--- src/rtl/unary_decode_pkg.sv ---
// Shared types for the unary decode stage.
// Payload struct carried through the skid buffer and count-width helper.
package u_pkg;

  // Widest count field the payload can carry (supports W up to 65535).
  localparam int CNT_MAX_W = 16;

  function automatic int cw(input int w);
    return $clog2(w + 1);
  endfunction

  typedef struct packed {
    logic [CNT_MAX_W-1:0] count;
    logic                 is_compliment;
    logic                 error;
  } unary_dec_t;

  localparam int DEC_W = $bits(unary_dec_t);

endpackage

--- src/rtl/unary_decode_skid.sv ---
// Two-entry valid/ready register slice with a registered in_ready.
// Ports: clk, rst (sync, active high), in_* upstream side, out_* downstream side.
module skid_buffer #(
  parameter int DW = 8
) (
  input  logic          clk,
  input  logic          rst,
  input  logic          in_valid,
  output logic          in_ready,
  input  logic [DW-1:0] in_data,
  output logic          out_valid,
  input  logic          out_ready,
  output logic [DW-1:0] out_data
);

  logic          skid_full;
  logic [DW-1:0] skid_data;

  logic          out_valid_n;
  logic [DW-1:0] out_data_n;
  logic          skid_full_n;
  logic [DW-1:0] skid_data_n;

  logic          acc;
  logic          emit;

  assign in_ready = ~skid_full;
  assign acc      = in_valid & ~skid_full;
  assign emit     = out_valid & out_ready;

  always_comb begin
    out_valid_n = out_valid;
    out_data_n  = out_data;
    skid_full_n = skid_full;
    skid_data_n = skid_data;
    if (!out_valid || emit) begin
      // Output slot frees up: skid has priority to keep order.
      if (skid_full) begin
        out_valid_n = 1'b1;
        out_data_n  = skid_data;
        skid_full_n = 1'b0;
      end else if (acc) begin
        out_valid_n = 1'b1;
        out_data_n  = in_data;
      end else begin
        out_valid_n = 1'b0;
      end
    end else if (acc) begin
      // Output stalled: park the new beat.
      skid_full_n = 1'b1;
      skid_data_n = in_data;
    end
  end

  always_ff @(posedge clk) begin
    if (rst) begin
      out_valid <= 1'b0;
      out_data  <= '0;
      skid_full <= 1'b0;
      skid_data <= '0;
    end else begin
      out_valid <= out_valid_n;
      out_data  <= out_data_n;
      skid_full <= skid_full_n;
      skid_data <= skid_data_n;
    end
  end

endmodule

--- src/rtl/unary_decode.sv ---
// Decodes admitted thermometer codes to binary counts, flags rejects,
// keeps a saturating error count. Ports: i_* inputs, o_* outputs, sync reset.
module unary_decode
  import u_pkg::*;
#(
  parameter int W                     = 16,
  parameter bit P_ADMIT_COMPLIMENT_EN = 1'b1,
  parameter bit P_DROP_ERR            = 1'b0,
  parameter int P_ERR_CNT_W           = 16,
  localparam int CW                   = cw(W)
) (
  input  logic                   i_clk,
  input  logic                   i_rst,
  input  logic                   i_valid,
  output logic                   o_ready,
  input  logic [W-1:0]           i_x,
  input  logic                   i_is_unary,
  input  logic                   i_is_compliment,
  output logic                   o_valid,
  input  logic                   i_ready,
  output logic [CW-1:0]          o_count,
  output logic                   o_is_compliment,
  output logic                   o_error,
  input  logic                   i_err_cnt_clr,
  output logic [P_ERR_CNT_W-1:0] o_err_cnt
);

  localparam logic [P_ERR_CNT_W-1:0] CNT_SAT = '1;

  logic          cmp;
  logic [CW-1:0] ones;
  logic [CW-1:0] zeros;
  logic [CW-1:0] value;
  unary_dec_t    dec;
  unary_dec_t    out_dec;
  logic [DEC_W-1:0] out_raw;
  logic          push;
  logic          err_acc;
  logic          unused_count;

  logic [P_ERR_CNT_W-1:0] err_cnt;

  assign cmp = P_ADMIT_COMPLIMENT_EN & i_is_compliment;

  always_comb begin
    ones = '0;
    for (int i = 0; i < W; i++) begin
      ones = ones + CW'(i_x[i]);
    end
  end

  assign zeros = CW'(W) - ones;
  assign value = cmp ? zeros : ones;

  always_comb begin
    dec = '0;
    dec.error = ~i_is_unary;
    if (i_is_unary) begin
      dec.count[CW-1:0] = value;
      dec.is_compliment = cmp;
    end
  end

  // Dropped error beats never reach the buffer.
  assign push = i_valid & ~(P_DROP_ERR & ~i_is_unary);

  skid_buffer #(
    .DW(DEC_W)
  ) u_skid (
    .clk      (i_clk),
    .rst      (i_rst),
    .in_valid (push),
    .in_ready (o_ready),
    .in_data  (dec),
    .out_valid(o_valid),
    .out_ready(i_ready),
    .out_data (out_raw)
  );

  assign out_dec         = unary_dec_t'(out_raw);
  assign o_count         = out_dec.count[CW-1:0];
  assign o_is_compliment = out_dec.is_compliment;
  assign o_error         = out_dec.error;
  assign unused_count    = ^out_dec.count;

  // Errors count on accept, whether or not they are dropped.
  assign err_acc = i_valid & o_ready & ~i_is_unary;

  always_ff @(posedge i_clk) begin
    if (i_rst) begin
      err_cnt <= '0;
    end else if (i_err_cnt_clr) begin
      err_cnt <= err_acc ? P_ERR_CNT_W'(1) : '0;
    end else if (err_acc && err_cnt != CNT_SAT) begin
      err_cnt <= err_cnt + P_ERR_CNT_W'(1);
    end
  end

  assign o_err_cnt = err_cnt;

endmodule

--- config.mk ---
export PLATFORM = sky130hd
export DESIGN_NAME = unary_decode
export DESIGN_NICKNAME = d
export VERILOG_FILES = /design/src/rtl/unary_decode_pkg.sv /design/src/rtl/unary_decode_skid.sv /design/src/rtl/unary_decode.sv
export SDC_FILE = /design/constraint.sdc
export NUM_CORES = 1
export LEC_CHECK = 0
export BUFFER_PORTS_ARGS = -buffer_cell sky130_fd_sc_hd__buf_2
export CAP_MARGIN = 20
export CELL_PAD_IN_SITES_DETAIL_PLACEMENT = 1
export CELL_PAD_IN_SITES_GLOBAL_PLACEMENT = 2
export CORE_UTILIZATION = 25
export DETAILED_ROUTE_END_ITERATION = 7
export PLACE_DENSITY = 0.76
export SLEW_MARGIN = 20
export SYNTH_ARGS = -nofsm -noshare
export SYNTH_HDL_FRONTEND = slang
export SYNTH_SLANG_ARGS = --single-unit
export TNS_END_PERCENT = 100
--- constraint.sdc ---
create_clock -name i_clk -period 11.2 [get_ports i_clk]
set_input_delay 2.24 -clock i_clk [delete_from_list [all_inputs] [get_ports i_clk]]
set_output_delay 2.24 -clock i_clk [all_outputs]
set_load 0.1 [all_outputs]
==> impl_metrics.json <==
{
  "skew_ns": 0.004993,
  "syn_to_final_growth_pct": 20.17,
  "crit_slowest_cell": "fa_1",
  "tritoncts": "yes",
  "synthArstFlopShare_pct": 0,
  "design_area_mm2": 0.002437,
  "diodes": 0,
  "grt_pass1_wl_mm": 9.356,
  "maxSlewHeadroom_pct": 42.07,
  "dieWidth_um": 92.07,
  "vdd_drop_max_v": 0.00008739,
  "syn_avg_cell_area_um2": 8.631,
  "clock-sinks": 32,
  "wire_per_inst_um": 13.69,
  "crit_path_end_kind": "register",
  "ctsHtreeMaxLevel": 2,
  "layout_common_cells": "47 x buf_2, 33 x inv_1, 32 x dfxtp_1",
  "die_area_mm2": 0.008477,
  "final_max_slew_viol_count": 0,
  "maxCapViolCount": 0,
  "synth_edf_count": 0,
  "cts_resized": 0,
  "vias": 1771,
  "period_needed_ns": 5.851,
  "synthFlopType": "dfxtp_1",
  "cts_setup_buffers": 0,
  "critPathMostFrequentCell": "fa_1",
  "rsz0062_at_grt": "false",
  "avgViaCountPerCell": 4.624,
  "min_period_over_period_pct": 52.24,
  "setup-violations-final": 0,
  "die_h_um": 92.07,
  "hold_viol": 0,
  "path_depth": 15,
  "power_uw": 418.7,
  "syn-cell-area_mm2": 0.002028,
  "crit_fanout": 4,
  "nNetsFinal": 320,
  "cp-start-kind": "primary input",
  "drive_above_1_share_pct": 24.56,
  "critPathArrivalTime_ns": 6.04,
  "min_path_type": "reg -> reg",
  "whs_ns": 0.4564,
  "worst_pin_slew_ns": 0.8658,
  "clkTransAtPathRegs_ns": 0.07,
  "cp_data_required_time_ns": 11.39,
  "initial_core_util_pct": 26.11,
  "synth_nets": 275,
  "final_util_pct": 31.38,
  "globalRouteTotalUtil_pct": 13.87,
  "num_rows": 32,
  "drc": 0,
  "io_buffers": 47,
  "clockBufferDepth": 2,
  "critical_path_class": "in -> reg",
  "reg2reg_depth": 5,
  "antenna_found_initial": 0,
  "netlist_instances": 235,
  "first_pass_iters": 4,
  "crit_family": "adder cells",
  "hold_buffers": 0,
  "layout_commonest_cell": "buf_2",
  "fp.coreArea_mm2": 0.007767,
  "synth.distinct_cells": 50,
  "max_freq_mhz": 170.9,
  "root_buffer": "clkbuf_8",
  "yosysWarnings": 0,
  "place_area_mm2": 0.002347,
  "worstPathCellList": "buf_2 > inv_1 > fa_1 > fa_1 > fa_1 > fa_1 > inv_1 > ha_1 > inv_1 > fa_1 > xnor2_1 > nor2_1 > o21ai_0 > o2111ai_1 > a311oi_1",
  "cp_num_buf_inv": 4,
  "cts_made_buffers": 5,
  "globalplace.congestion": 0.7066,
  "ant_nets": 0,
  "io_pins": 48,
  "holdPathStages": 2,
  "grt_max_degree": 19,
  "grt.overflow.total": 0,
  "status": "complete, no violations",
  "drt_iter0_markers": 23,
  "setup_tns_ns": 0,
  "power_density_mw_per_mm2": 171.8,
  "dp_hpwl_mm": 4.015,
  "clkLatencyLatePin_ns": 0.29,
  "synth.yosys.seq_area_share_pct": 31.59,
  "power_leakage_nw": 1.051,
  "ys_ff_latch": 32,
  "grt_pass1_vias": 1949,
  "cp_slowest_stage_delay_ns": 0.56,
  "wl_mm": 5.242
}
==> routing by layer <==
layer	vias to the layer above	share of wire (%)	track usage [%]
li1	877	-	-
met4	0	1.1	3.906
met5	-	0	0
met1	852	46	17.28
met2	34	49	24.00
met3	8	3.8	2.902
==> synthesized netlist by cell type, types with 2 or more instances <==
| cell | count | area, µm² |
|---|---|---|
| nand4_2 | 2 | 25.02 |
| a211oi_1 | 9 | 67.56 |
| nand2_1 | 12 | 45.04 |
| a21oi_2 | 2 | 17.52 |
| nand2b_1 | 4 | 25.02 |
| nand3_1 | 11 | 55.05 |
| buf_2 | 2 | 10.01 |
| ha_1 | 7 | 87.58 |
| a311oi_1 | 5 | 43.79 |
| and3_1 | 4 | 25.02 |
| nor2_1 | 28 | 105.1 |
| xnor2_1 | 12 | 105.1 |
| mux2i_1 | 2 | 20.02 |
| a21oi_1 | 13 | 65.06 |
| nor2b_1 | 2 | 12.51 |
| inv_1 | 33 | 123.9 |
| dfxtp_1 | 32 | 640.6 |
| fa_1 | 10 | 200.2 |
| nor3_1 | 7 | 35.03 |
| nand2_2 | 2 | 12.51 |
| o21ai_0 | 3 | 15.01 |
| clkbuf_1 | 5 | 18.77 |
==> through the flow <==
stage,std cells,setup slack [ns]
6_report,383,5.349
2_1_floorplan,235,5.310
3_3_place_gp,375,5.115
4_1_cts,383,5.305
3_5_place_dp,375,5.010
5_1_grt,383,5.083
==> sequential cells by signal (all words and copies together) (netlist names) <==
register / cells
o_err_cnt: 16
u_skid.out_data: 7
u_skid.skid_data: 7
u_skid.out_valid: 1
u_skid.skid_full: 1
==> worst register-to-register path, stage by stage (launching register included) <==
cell and delay [ns]:
dfxtp_1 0.64, nor2_1 0.19, nor2_1 0.70, o311ai_0 0.27, o21ai_0 0.14, nor2_1 0.06
==> report_power, final <==
part | switching (mW) | internal (mW)
clock | 0.0449 | 0.0502
combinational | 0.122 | 0.0792
sequential | 0.00339 | 0.119
==> logic make-up after synthesis <==
logic type	synth area share, %
and+or+nand+nor	23.87
buffers and inverters	8.451
AOI/OAI and AO/OA	13.08
DFF	31.59
adders and majority gates	14.19
xor gates and xnor gates	6.724
muxes	2.097
==> final timing paths <==
check,from,endpoint,slack [ns]
worst max register to register,u_skid.skid_full,u_skid.out_data[3],9.09
worst min register to register,u_skid.skid_data[2],u_skid.skid_data[2],0.46
worst max-delay path,i_x[0],u_skid.skid_data[6],5.35
worst min-delay path,u_skid.skid_data[2],u_skid.skid_data[2],0.46
==> area by class of cell <==
cell class	count	area (µm²)
Clock buffer	8	90.09
Fill cell	966	5330
Inverter	34	127.6
Multi-Input combinational cell	160	1216
Sequential cell	32	640.6
Tap cell	102	127.6
Timing Repair Buffer	47	235.2
Note: power is estimated with default switching activity, not from simulation.
